### src/rtl/mem_if_pkg.sv
// Shared types and default sizing for the memory request initiator and its timeout timer.
package mem_if_pkg;

   localparam int unsigned MEM_ADDR_W         = 4;
   localparam int unsigned MEM_DATA_W         = 32;
   localparam int unsigned MEM_TIMEOUT_CYCLES = 32;

   typedef enum logic [1:0] {
      IDLE = 2'd0,
      REQ  = 2'd1,
      GAP  = 2'd2
   } mem_req_state_e;

endpackage

### src/rtl/mem_req_timer.sv
// REQ-phase watchdog: counts enabled cycles since the last clear and flags the final allowed cycle.
module mem_req_timer
   import mem_if_pkg::*;
#(
   parameter int unsigned TIMEOUT_CYCLES = MEM_TIMEOUT_CYCLES
)(
   input  logic clk,
   input  logic reset,
   input  logic clr_i,
   input  logic en_i,
   output logic expired_o
);

   localparam int unsigned CNT_W = $clog2(TIMEOUT_CYCLES + 1);

   logic [CNT_W-1:0] cnt_q;
   logic [CNT_W-1:0] cnt_d;

   always_comb begin
      cnt_d = cnt_q;
      if (clr_i) begin
         cnt_d = '0;
      end else if (en_i && (cnt_q != CNT_W'(TIMEOUT_CYCLES))) begin
         cnt_d = cnt_q + 1'b1;
      end
   end

   always_ff @(posedge clk) begin
      if (reset) begin
         cnt_q <= '0;
      end else begin
         cnt_q <= cnt_d;
      end
   end

   // cnt_q holds completed REQ cycles, so this marks the TIMEOUT_CYCLES-th one.
   assign expired_o = en_i && (cnt_q == CNT_W'(TIMEOUT_CYCLES - 1));

endmodule

### src/rtl/mem_req_initiator.sv
// Single-outstanding memory request initiator; optional REQ timeout under MEM_REQ_TIMEOUT_EN.
// state | meaning:  IDLE | ready for a command ;  REQ | req_o high, waiting ready ;  GAP | rsp pulse, req_o low
module mem_req_initiator
   import mem_if_pkg::*;
#(
   parameter int unsigned ADDR_W         = MEM_ADDR_W,
   parameter int unsigned DATA_W         = MEM_DATA_W,
   parameter int unsigned TIMEOUT_CYCLES = MEM_TIMEOUT_CYCLES
)(
   input  logic              clk,
   input  logic              reset,
   input  logic              cmd_valid_i,
   output logic              cmd_ready_o,
   input  logic              cmd_rnw_i,
   input  logic [ADDR_W-1:0] cmd_addr_i,
   input  logic [DATA_W-1:0] cmd_wdata_i,
   output logic              rsp_valid_o,
   output logic [DATA_W-1:0] rsp_rdata_o,
   output logic              rsp_err_o,
   output logic              req_o,
   output logic              req_rnw_o,
   output logic [ADDR_W-1:0] req_addr_o,
   output logic [DATA_W-1:0] req_wdata_o,
   input  logic              req_ready_i,
   input  logic [DATA_W-1:0] req_rdata_i
);

   if ((ADDR_W < 1) || (DATA_W < 1) || (TIMEOUT_CYCLES < 1)) begin : g_bad_cfg
      $error("mem_req_initiator: ADDR_W, DATA_W and TIMEOUT_CYCLES must all be at least 1");
   end

   mem_req_state_e    state_q;
   logic              req_q;
   logic              req_rnw_q;
   logic [ADDR_W-1:0] req_addr_q;
   logic [DATA_W-1:0] req_wdata_q;
   logic              rsp_valid_q;
   logic [DATA_W-1:0] rsp_rdata_q;
   logic              cmd_fire;
   logic              timeout;

   assign cmd_ready_o = (state_q == IDLE) && !reset;
   assign cmd_fire    = cmd_valid_i && cmd_ready_o;

`ifdef MEM_REQ_TIMEOUT_EN
   logic rsp_err_q;

   mem_req_timer #(
      .TIMEOUT_CYCLES (TIMEOUT_CYCLES)
   ) u_timer (
      .clk       (clk),
      .reset     (reset),
      .clr_i     (cmd_fire),
      .en_i      (state_q == REQ),
      .expired_o (timeout)
   );

   assign rsp_err_o = rsp_err_q;
`else
   assign timeout   = 1'b0;
   assign rsp_err_o = 1'b0;
`endif

   always_ff @(posedge clk) begin
      if (reset) begin
         state_q     <= IDLE;
         req_q       <= 1'b0;
         req_rnw_q   <= 1'b0;
         req_addr_q  <= '0;
         req_wdata_q <= '0;
         rsp_valid_q <= 1'b0;
         rsp_rdata_q <= '0;
`ifdef MEM_REQ_TIMEOUT_EN
         rsp_err_q   <= 1'b0;
`endif
      end else begin
         rsp_valid_q <= 1'b0;
         unique case (state_q)
            IDLE: begin
               if (cmd_fire) begin
                  state_q     <= REQ;
                  req_q       <= 1'b1;
                  req_rnw_q   <= cmd_rnw_i;
                  req_addr_q  <= cmd_addr_i;
                  req_wdata_q <= cmd_wdata_i;
               end
            end
            REQ: begin
               // Ready is checked first so a completion on the timeout edge still succeeds.
               if (req_ready_i) begin
                  state_q     <= GAP;
                  req_q       <= 1'b0;
                  rsp_valid_q <= 1'b1;
                  rsp_rdata_q <= req_rnw_q ? req_rdata_i : '0;
`ifdef MEM_REQ_TIMEOUT_EN
                  rsp_err_q   <= 1'b0;
`endif
               end else if (timeout) begin
                  state_q     <= GAP;
                  req_q       <= 1'b0;
                  rsp_valid_q <= 1'b1;
                  rsp_rdata_q <= '0;
`ifdef MEM_REQ_TIMEOUT_EN
                  rsp_err_q   <= 1'b1;
`endif
               end
            end
            GAP: begin
               state_q <= IDLE;
            end
            default: begin
               state_q <= IDLE;
               req_q   <= 1'b0;
            end
         endcase
      end
   end

   assign req_o       = req_q;
   assign req_rnw_o   = req_rnw_q;
   assign req_addr_o  = req_addr_q;
   assign req_wdata_o = req_wdata_q;
   assign rsp_valid_o = rsp_valid_q;
   assign rsp_rdata_o = rsp_rdata_q;

endmodule

### config.mk
export PLATFORM = sky130hd
export DESIGN_NAME = mem_req_initiator
export DESIGN_NICKNAME = d
export VERILOG_FILES = /design/src/rtl/mem_if_pkg.sv /design/src/rtl/mem_req_timer.sv /design/src/rtl/mem_req_initiator.sv
export SDC_FILE = /design/constraint.sdc
export NUM_CORES = 1
export LEC_CHECK = 0
export ABC_CLOCK_PERIOD_IN_PS = 1600
export BUFFER_PORTS_ARGS = -buffer_cell sky130_fd_sc_hd__buf_2
export CAP_MARGIN = 0
export CORE_UTILIZATION = 40
export DETAILED_ROUTE_END_ITERATION = 10
export PLACE_DENSITY = 0.73
export SYNTH_ARGS = -nofsm -noshare
export SYNTH_HDL_FRONTEND = slang
export SYNTH_SLANG_ARGS = --single-unit
### constraint.sdc
create_clock -name clk -period 1.6 [get_ports clk]
set_input_delay 0.08 -clock clk [delete_from_list [all_inputs] [get_ports clk]]
set_output_delay 0.08 -clock clk [all_outputs]
set_load 0.01 [all_outputs]
==> flow_summary.json, run 1 <==
{
  "place.gp.congestion": 0.6747,
  "cts_buffer_depth": 2,
  "numCtsBuffers": 9,
  "row_count": 32,
  "antenna_found_initial": 0,
  "grt_use_total_pct": 18.53,
  "numPlacedInstances": 506,
  "htree_num_levels": 3,
  "multi_input_area_mm2": 0.001594,
  "max_stage_delay_ps": 540,
  "period_share_pct": 97.80,
  "hold_violations": 0,
  "fill_cells": 651,
  "setup_viol": 0,
  "post_cts_buffers": 0,
  "totalWireLength_mm": 7.629,
  "status": "finished clean",
  "clock_skew_ps": 7.688,
  "portBuffers": 144,
  "rsz0062_at_grt": "no",
  "final_cells": 567,
  "cts_tree": "built",
  "syn_inst": 278,
  "grt_max_degree": 105,
  "yosysWarnings": 0,
  "core_mm2": 0.007727,
  "num_vias": 2568,
  "synth_area_leader_cell": "dfxtp_1",
  "crit_family": "buffers and inverters",
  "vdd_drop_max_mv": 0.4066,
  "avgRoutedWirePerCell_um": 13.46,
  "ys_seq_area_share_pct": 45.52,
  "initial_core_util_pct": 41.55,
  "post-route-util_pct": 59.99,
  "worstSetupPathType": "input pin to flop",
  "synthTopCellsByArea": "dfxtp_1 46%, mux2_4 14%, mux2i_1 10%",
  "cts.sinks": 73,
  "drc": 0,
  "cellLeakagePower_nw": 2.179,
  "routed_via_density": 4.529,
  "cp_max_fo": 19,
  "synth_cell_types": 22,
  "grt_pass1_vias": 2516,
  "cp_data_arrival_time_ps": 1780,
  "dieArea_mm2": 0.008389,
  "power_density_mw_per_mm2": 873.1,
  "slowest_stage": "dlygate4sd3_1",
  "root_buffer": "clkbuf_8",
  "postPlaceCellArea_mm2": 0.003974,
  "syn_area_mm2": 0.003211,
  "ys_ff_latch": 73,
  "slew_headroom_pct": 43.89,
  "insertion_delay_ps": 340,
  "antenna_cells": 0,
  "design_area_mm2": 0.004636,
  "fmax_ghz": 0.6391,
  "period_needed_ps": 1565,
  "postRouteAntennaNets": 0,
  "syn_area_per_cell_um2": 11.55,
  "hold_class": "input pin to flop",
  "worst_pin_slew_ps": 841.6,
  "synth_top_area_share_pct": 45.52,
  "final_cell_mix": "144 x buf_2, 73 x dfxtp_1, 44 x dlygate4sd3_1",
  "total_power_mw": 4.047,
  "layout.nets": 533,
  "layout_commonest_cell": "buf_2",
  "endpoint_kind": "flop",
  "die_w_um": 91.59,
  "layout-drive-gt1-share_pct": 43.44,
  "drv_cap": 0,
  "cp_cell_sequence": "dlygate4sd3_1, buf_2, or4b_4, buf_12, mux2_4",
  "drt-pass1-iter-count": 4,
  "die_h_um": 91.59,
  "required_ps": 1820,
  "ios": 146,
  "finalMaxSlewViolations": 0,
  "cp-start-kind": "input pin",
  "place_hpwl_mm": 4.536,
  "layout.area.seq_mm2": 0.001461,
  "overflow": 0,
  "area_growth_pct": 44.39,
  "critPathBufInv": 3,
  "grt_pass1_wl_mm": 12.10,
  "first_iter_violations": 53,
  "syn_nets": 351,
  "path_clk_slew_ps": 70
}
==> worst paths after layout <==
path | start | end | slack [ps] | cells after the start
setup / recovery | cmd_valid_i | req_wdata_o[16]$_SDFFE_PP0P_ | 40 | 5
setup reg to reg | state_q[1]$_SDFFE_PP0P_ | req_wdata_o[16]$_SDFFE_PP0P_ | 80 | 3
hold / removal | req_rdata_i[29] | rsp_rdata_o[29]$_SDFFE_PP0P_ | 20 | 3
hold reg to reg | rsp_rdata_o[20]$_SDFFE_PP0P_ | rsp_rdata_o[20]$_SDFFE_PP0P_ | 470 | 2
==> worst reg2reg max path: cells and delay by family, from the launching register on <==
family,cells,cell delay (ps)
flip-flops,1,310
AND/OR/NAND/NOR,1,580
buffers and inverters,1,200
multiplexers,1,310
==> synth_stat cells, drive strengths merged <==
library cell  count
conb              1
mux2             37
nand2b           32
dfxtp            73
nor3              1
a32o              1
buf               9
or4b              1
clkbuf           15
inv               1
nor2b            37
nand3b           32
o21ai             1
and3b             1
mux2i            32
nor2              1
a2111oi           1
and2              2
==> state kept, by name, indices dropped and copies added, names as in the netlist <==
signal and flops:
rsp_valid_o 1, req_wdata_o 32, req_addr_o 4, req_rnw_o 1, state_q 2, req_o 1
rsp_rdata_o 32
==> layer usage <==
| metal | wire length [um] | track usage, % |
|---|---|---|
| met5 | 0 | 0 |
| met4 | 112 | 7.937 |
| met3 | 320 | 3.853 |
| met2 | 3769 | 31.83 |
| met1 | 3426 | 22.25 |
==> stage by stage <==
stage                     worst slack [ps]  TNS, ps  hold slack (ps)
after CTS                            61.66        0           0.3694
final                                35.23        0            19.42
after global placement              -68.21    -2244            306.3
after global routing                 29.00        0            11.51
after floorplan                      51.33        0            197.9
after detailed placement            -74.81    -2324            309.0
==> final cells by class <==
cell class | count | area share (%)
timing repair buffer | 195 | 27.15
clock inverter | 2 | 0.8097
sequential | 73 | 31.52
tap | 102 | 2.753
clock buffer | 14 | 3.293
inverter | 1 | 0.08097
multi-input combinational | 180 | 34.39
==> power breakdown <==
part,leakage (nW),total (mW),internal [mW],switching [mW]
Combinational,1.49,0.680,0.407,0.273
Sequential,0.596,1.95,1.91,0.0419
Clock,0.0909,1.42,0.768,0.650
Total,2.18,4.05,3.08,0.965
==> what timing repair did <==
item	CTS	global route
hold endpoints to repair	44	0
gates resized for setup	2	0
hold buffers	44	0
endpoints found under the setup margin	37	0
==> logic make-up (layout without fill, tap and decap cells) <==
| kind of cell | after synthesis | in the layout | synth area share (%) |
|---|---|---|---|
| AND/OR/NAND/NOR | 107 | 107 | 22.21 |
| AO/OA/AOI/OAI | 3 | 3 | 0.7404 |
| multiplexers | 69 | 69 | 26.46 |
| flip-flops | 73 | 73 | 45.52 |
| buffers and inverters | 25 | 212 | 4.949 |
| other | 1 | 1 | 0.1168 |
Power figures use the tool's default switching activity.
==> run 2: changes to the inputs <==
- CORE_UTILIZATION: 40 -> 42
- HOLD_SLACK_MARGIN: not set -> 0.02
- PLACE_DENSITY: 0.73 -> 0.76
==> run 2 against run 1 <==
Effect of this change:
- combinational power grew 7.4%
- count of clock-buffer cells in the layout shrank 3
- first-iteration DRC count grew 21%
- hold slack gained 14 ps
- final area grew 6.1%
- clock power grew 23%
- clock skew grew 3.3 ps
- sequential power is essentially flat
- via count grew 7.2%
- sequential share of layout area shrank 1.8 points
- core utilization grew 7.1 points
- critical endpoint is now req_wdata_o[15]$_SDFFE_PP0P_
- highest routed layer unchanged
==> flow_summary.json, run 2 (synthesized netlist as in run 1, its figures left out) <==
{
  "status": "finished clean",
  "layout.nets": 557,
  "r2r_end": "req_wdata_o[15]$_SDFFE_PP0P_",
  "die_w_um": 89.43,
  "htree_num_levels": 3,
  "drv_cap": 0,
  "highest_layer": "met4",
  "initial_core_util_pct": 43.80,
  "cellLeakagePower_nw": 2.310,
  "antenna_found_initial": 0,
  "finalMaxSlewViolations": 0,
  "overflow": 0,
  "postRouteAntennaNets": 0,
  "clock_skew_ps": 10.95,
  "setup_tns_ps": 0,
  "dr_wl_met2_mm": 4.136,
  "die_h_um": 89.43,
  "dieArea_mm2": 0.007998,
  "reg2regPathDepth": 3,
  "fill_cells": 579,
  "required_ps": 1820,
  "place.gp.congestion": 0.6793,
  "rsz0062_at_grt": "no",
  "cts_tree": "built",
  "cp_data_arrival_time_ps": 1780,
  "r2r_slack_ps": 60,
  "worst_pin_slew_ps": 848.7,
  "core_mm2": 0.007331,
  "grt_max_degree": 105,
  "area_growth_pct": 53.20,
  "drt-pass1-iter-count": 4,
  "root_buffer": "clkbuf_8",
  "cp_max_fo": 8,
  "multi_input_area_mm2": 0.001594,
  "ios": 146,
  "worstSetupPathType": "input pin to flop",
  "totalWireLength_mm": 8.074,
  "layout-drive-gt1-share_pct": 42.54,
  "vdd_drop_max_mv": 0.4782,
  "antenna_cells": 0,
  "final_cell_mix": "144 x buf_2, 73 x dfxtp_1, 65 x dlygate4sd3_1",
  "setup_viol": 0,
  "cts.sinks": 73,
  "fmax_ghz": 0.6422,
  "layout_commonest_cell": "buf_2",
  "min_to": "rsp_rdata_o[31]$_SDFFE_PP0P_",
  "cp-startpoint": "cmd_valid_i",
  "cp-start-kind": "input pin",
  "place_ws_ps": -76.52,
  "worst_r2r_startpoint": "state_q[1]$_SDFFE_PP0P_",
  "hold_violations": 0,
  "power_density_mw_per_mm2": 900.9,
  "holdPathStages": 3,
  "num_vias": 2754,
  "first_iter_violations": 64,
  "layout.area.seq_mm2": 0.001461,
  "routed_via_density": 4.684,
  "period_share_pct": 97.32,
  "post_cts_buffers": 0,
  "wl_met1_mm": 3.411,
  "row_count": 31,
  "endpoint_kind": "flop",
  "min_from": "req_rdata_i[31]",
  "drc": 0,
  "path_clk_slew_ps": 70,
  "insertion_delay_ps": 340,
  "place_hpwl_mm": 4.668,
  "period_needed_ps": 1557,
  "cts_buffer_depth": 2,
  "grt_use_total_pct": 19.61,
  "hold_class": "input pin to flop",
  "slew_headroom_pct": 43.42,
  "timing.final.ws_setup_ps": 42.88,
  "portBuffers": 144,
  "grt_pass1_vias": 2655,
  "numCtsBuffers": 9,
  "avgRoutedWirePerCell_um": 13.73,
  "met3_wirelength_um": 353,
  "grt_pass1_wl_mm": 11.77
}
-- run 2: worst max-delay path by stage --
| stage | to | slack (ps) | cells after the start |
|---|---|---|---|
| after floorplan | req_addr_o[0]$_SDFFE_PP0P_ | 50 | 4 |
| after global placement | req_wdata_o[6]$_SDFFE_PP0P_ | -60 | 3 |
| after detailed placement | req_wdata_o[27]$_SDFFE_PP0P_ | -80 | 3 |
| after CTS | req_addr_o[1]$_SDFFE_PP0P_ | 5 | 5 |
| after global routing | req_wdata_o[15]$_SDFFE_PP0P_ | 20 | 5 |
| final | req_wdata_o[15]$_SDFFE_PP0P_ | 40 | 5 |
-- run 2: layout make-up --
class / instances / area share, %
Tap cell: 99 / 2.518
Inverter: 1 / 0.07632
Multi-Input combinational cell: 180 / 32.41
Sequential cell: 73 / 29.71
Clock buffer: 11 / 2.875
Clock inverter: 5 / 2.086
Timing Repair Buffer: 219 / 30.32
-- run 2: critical path: stages --
cell and delay (ps):
dlygate4sd3_1 530, buf_2 120, or4b_4 520, buf_4 220, mux2_4 300
-- run 2: per-layer routing --
layer	up-vias	GRT usage (%)
li1	1343	-
met5	-	0
met3	15	4.986
met1	1311	20.08
met2	85	37.06
met4	0	9.380
-- run 2: repair_timing --
| item | CTS | global route |
|---|---|---|
| cloned | 1 | 0 |
| gates resized for setup | 1 | 1 |
| hold buffers | 65 | 0 |
| setup endpoints to repair | 37 | 13 |
| endpoints found under the hold margin | 65 | 0 |
-- run 2: where the power goes --
group	total, mW	internal [mW]	switching, mW
logic	0.730	0.445	0.285
clock network	1.75	1.08	0.673
registers	1.95	1.91	0.0433
-- run 2: stage by stage --
step	utilization, %	cells	hold slack, ps	total power, mW	area [um^2]
6_report	67.09	588	33.77	4.431	4918
5_1_grt	67.09	588	25.50	4.617	4918
4_1_cts	67.16	588	20.96	4.472	4923
3_5_place_dp	54.46	506	308.4	2.576	3993
3_3_place_gp	54.46	506	306.2	2.560	3993
2_1_floorplan	-	278	197.9	2.360	3211
==> run 3: changes to the inputs <==
- RECOVER_POWER: not set -> 50
==> run 3 against run 2 <==
Effect of this change:
- die area unchanged
- global-route usage unchanged
- critical path type unchanged
- highest routed layer unchanged
- flip-flop and latch count unchanged
- sequential power about the same
- fmax down 0.30%
- total power down 0.56%
- sequential share of layout area up 0.57 points
- count of clock-buffer cells in the layout unchanged
- routed wire length up 0.37%
- largest cell class unchanged
- first-iteration DRC count down 9.4%
==> flow_summary.json, run 3 (synthesized netlist as in run 1, its figures left out) <==
{
  "design_area_mm2": 0.004826,
  "period_share_pct": 97.61,
  "grt_max_degree": 105,
  "status": "finished clean",
  "worstSetupPathType": "input pin to flop",
  "drc": 0,
  "die_h_um": 89.43,
  "reg2regPathDepth": 3,
  "cp_max_fo": 8,
  "clock_skew_ps": 11.78,
  "die_w_um": 89.43,
  "avgRoutedWirePerCell_um": 13.78,
  "drv_cap": 0,
  "period_needed_ps": 1562,
  "setup_viol": 0,
  "post-route-util_pct": 65.83,
  "final_cell_mix": "73 x clkbuf_1, 73 x buf_2, 73 x dfxtp_1",
  "max_stage_delay_ps": 530,
  "overflow": 0,
  "numCtsBuffers": 9,
  "antenna_cells": 0,
  "hold_violations": 0,
  "combPwrFrac_pct": 16.0,
  "slew_headroom_pct": 44.09,
  "intPower_mw": 3.405,
  "grt_busiest_layer": "met2",
  "cts_tree": "built",
  "area_growth_pct": 50.31,
  "holdPathStages": 3,
  "worst_pin_slew_ps": 838.7,
  "routed_via_density": 4.682,
  "endpoint_kind": "flop",
  "place_hpwl_mm": 4.668,
  "cp_data_arrival_time_ps": 1780,
  "cp-start-kind": "input pin",
  "layout-drive-gt1-share_pct": 27.81,
  "drt-pass1-iter-count": 4,
  "htree_num_levels": 3,
  "dieArea_mm2": 0.007998,
  "num_vias": 2753,
  "power_frac_seq_pct": 44.3,
  "rsz0062_at_grt": "no",
  "place.gp.congestion": 0.6793,
  "totalWireLength_mm": 8.104,
  "postPlaceCellArea_mm2": 0.003993,
  "grt_use_total_pct": 19.61,
  "grt_pass1_vias": 2655,
  "core_mm2": 0.007331,
  "cts.sinks": 73,
  "p_sw_share_pct": 22.72,
  "path_clk_slew_ps": 70,
  "required_ps": 1820,
  "cts_buffer_depth": 2,
  "vdd_drop_max_mv": 0.4759,
  "cp_cell_sequence": "dlygate4sd3_1, buf_2, or4b_4, buf_4, mux2_4",
  "cellLeakagePower_nw": 2.013,
  "initial_core_util_pct": 43.80,
  "grt_use_met2_pct": 37.06,
  "first_iter_violations": 58,
  "finalMaxSlewViolations": 0,
  "grtUsageMet3_pct": 4.986,
  "insertion_delay_ps": 340,
  "antenna_found_initial": 0,
  "ios": 146,
  "layout.nets": 557,
  "switchingPower_mw": 1.001,
  "fill_cells": 608,
  "fmax_ghz": 0.6403,
  "portBuffers": 144,
  "power_density_mw_per_mm2": 913.0,
  "grt_pass1_wl_mm": 11.77,
  "met1_usage_pct": 20.08,
  "postRouteAntennaNets": 0,
  "row_count": 31,
  "clock_power_share_pct": 39.7,
  "hold_class": "input pin to flop",
  "slowest_stage": "dlygate4sd3_1",
  "root_buffer": "clkbuf_8"
}
## run 3: power groups by stage
stage	Clock (mW)	Sequential, mW	Combinational [mW]
final	1.75	1.95	0.705
after global routing	1.87	1.96	0.764
after CTS	1.80	1.95	0.727
after detailed placement	0	1.99	0.588
after global placement	0	1.99	0.574
after floorplan	0	2.03	0.330
## run 3: path summary, 6_finish.rpt
kind,start,to,slack [ps]
min reg2reg,rsp_rdata_o[1]$_SDFFE_PP0P_,rsp_rdata_o[1]$_SDFFE_PP0P_,470
max reg2reg,state_q[1]$_SDFFE_PP0P_,req_wdata_o[15]$_SDFFE_PP0P_,60
min,req_rdata_i[31],rsp_rdata_o[31]$_SDFFE_PP0P_,40
max,cmd_valid_i,req_wdata_o[15]$_SDFFE_PP0P_,40
## run 3: cell type report
cell class / instances / area, um^2 / share of cell area, %
clock inverters: 5 / 102.6 / 2.126
repair buffers: 219 / 1399 / 28.99
multi-input cells: 180 / 1594 / 33.03
well taps: 99 / 123.9 / 2.567
flip-flops and latches: 73 / 1461 / 30.28
inverters: 1 / 3.754 / 0.07778
clock buffers: 11 / 141.4 / 2.930
## run 3: layer usage
layer | vias up | share of wire, %
met5 | - | 0
met4 | 0 | 1.9
met3 | 13 | 4.2
met2 | 87 | 52
met1 | 1308 | 42
li1 | 1345 | -
## run 3: critical path, delay by kind of cell
| family | cells | cell delay (ps) |
|---|---|---|
| buffers and inverters | 3 | 870 |
| AND/OR/NAND/NOR | 1 | 520 |
| multiplexers | 1 | 300 |
## run 3: what timing repair did
item,in CTS,in global routing
endpoints found under the hold margin,65,0
resized for setup,1,1
hold buffers,65,0
pin swaps,0,0
setup buffers,0,0
endpoints found under the setup margin,37,13
gates cloned,1,0
## run 3: stage by stage
stage / setup TNS (ps) / hold slack, ps / instances / total power, mW / worst slack (ps)
final: 0 / 36.48 / 588 / 4.406 / 38.27
after global routing: 0 / 25.50 / 588 / 4.595 / 19.33
after CTS: 0 / 20.96 / 588 / 4.472 / 4.589
after detailed placement: -2153 / 308.4 / 506 / 2.576 / -76.52
after global placement: -1834 / 306.2 / 506 / 2.560 / -60.89
after floorplan: 0 / 197.9 / 278 / 2.360 / 51.33
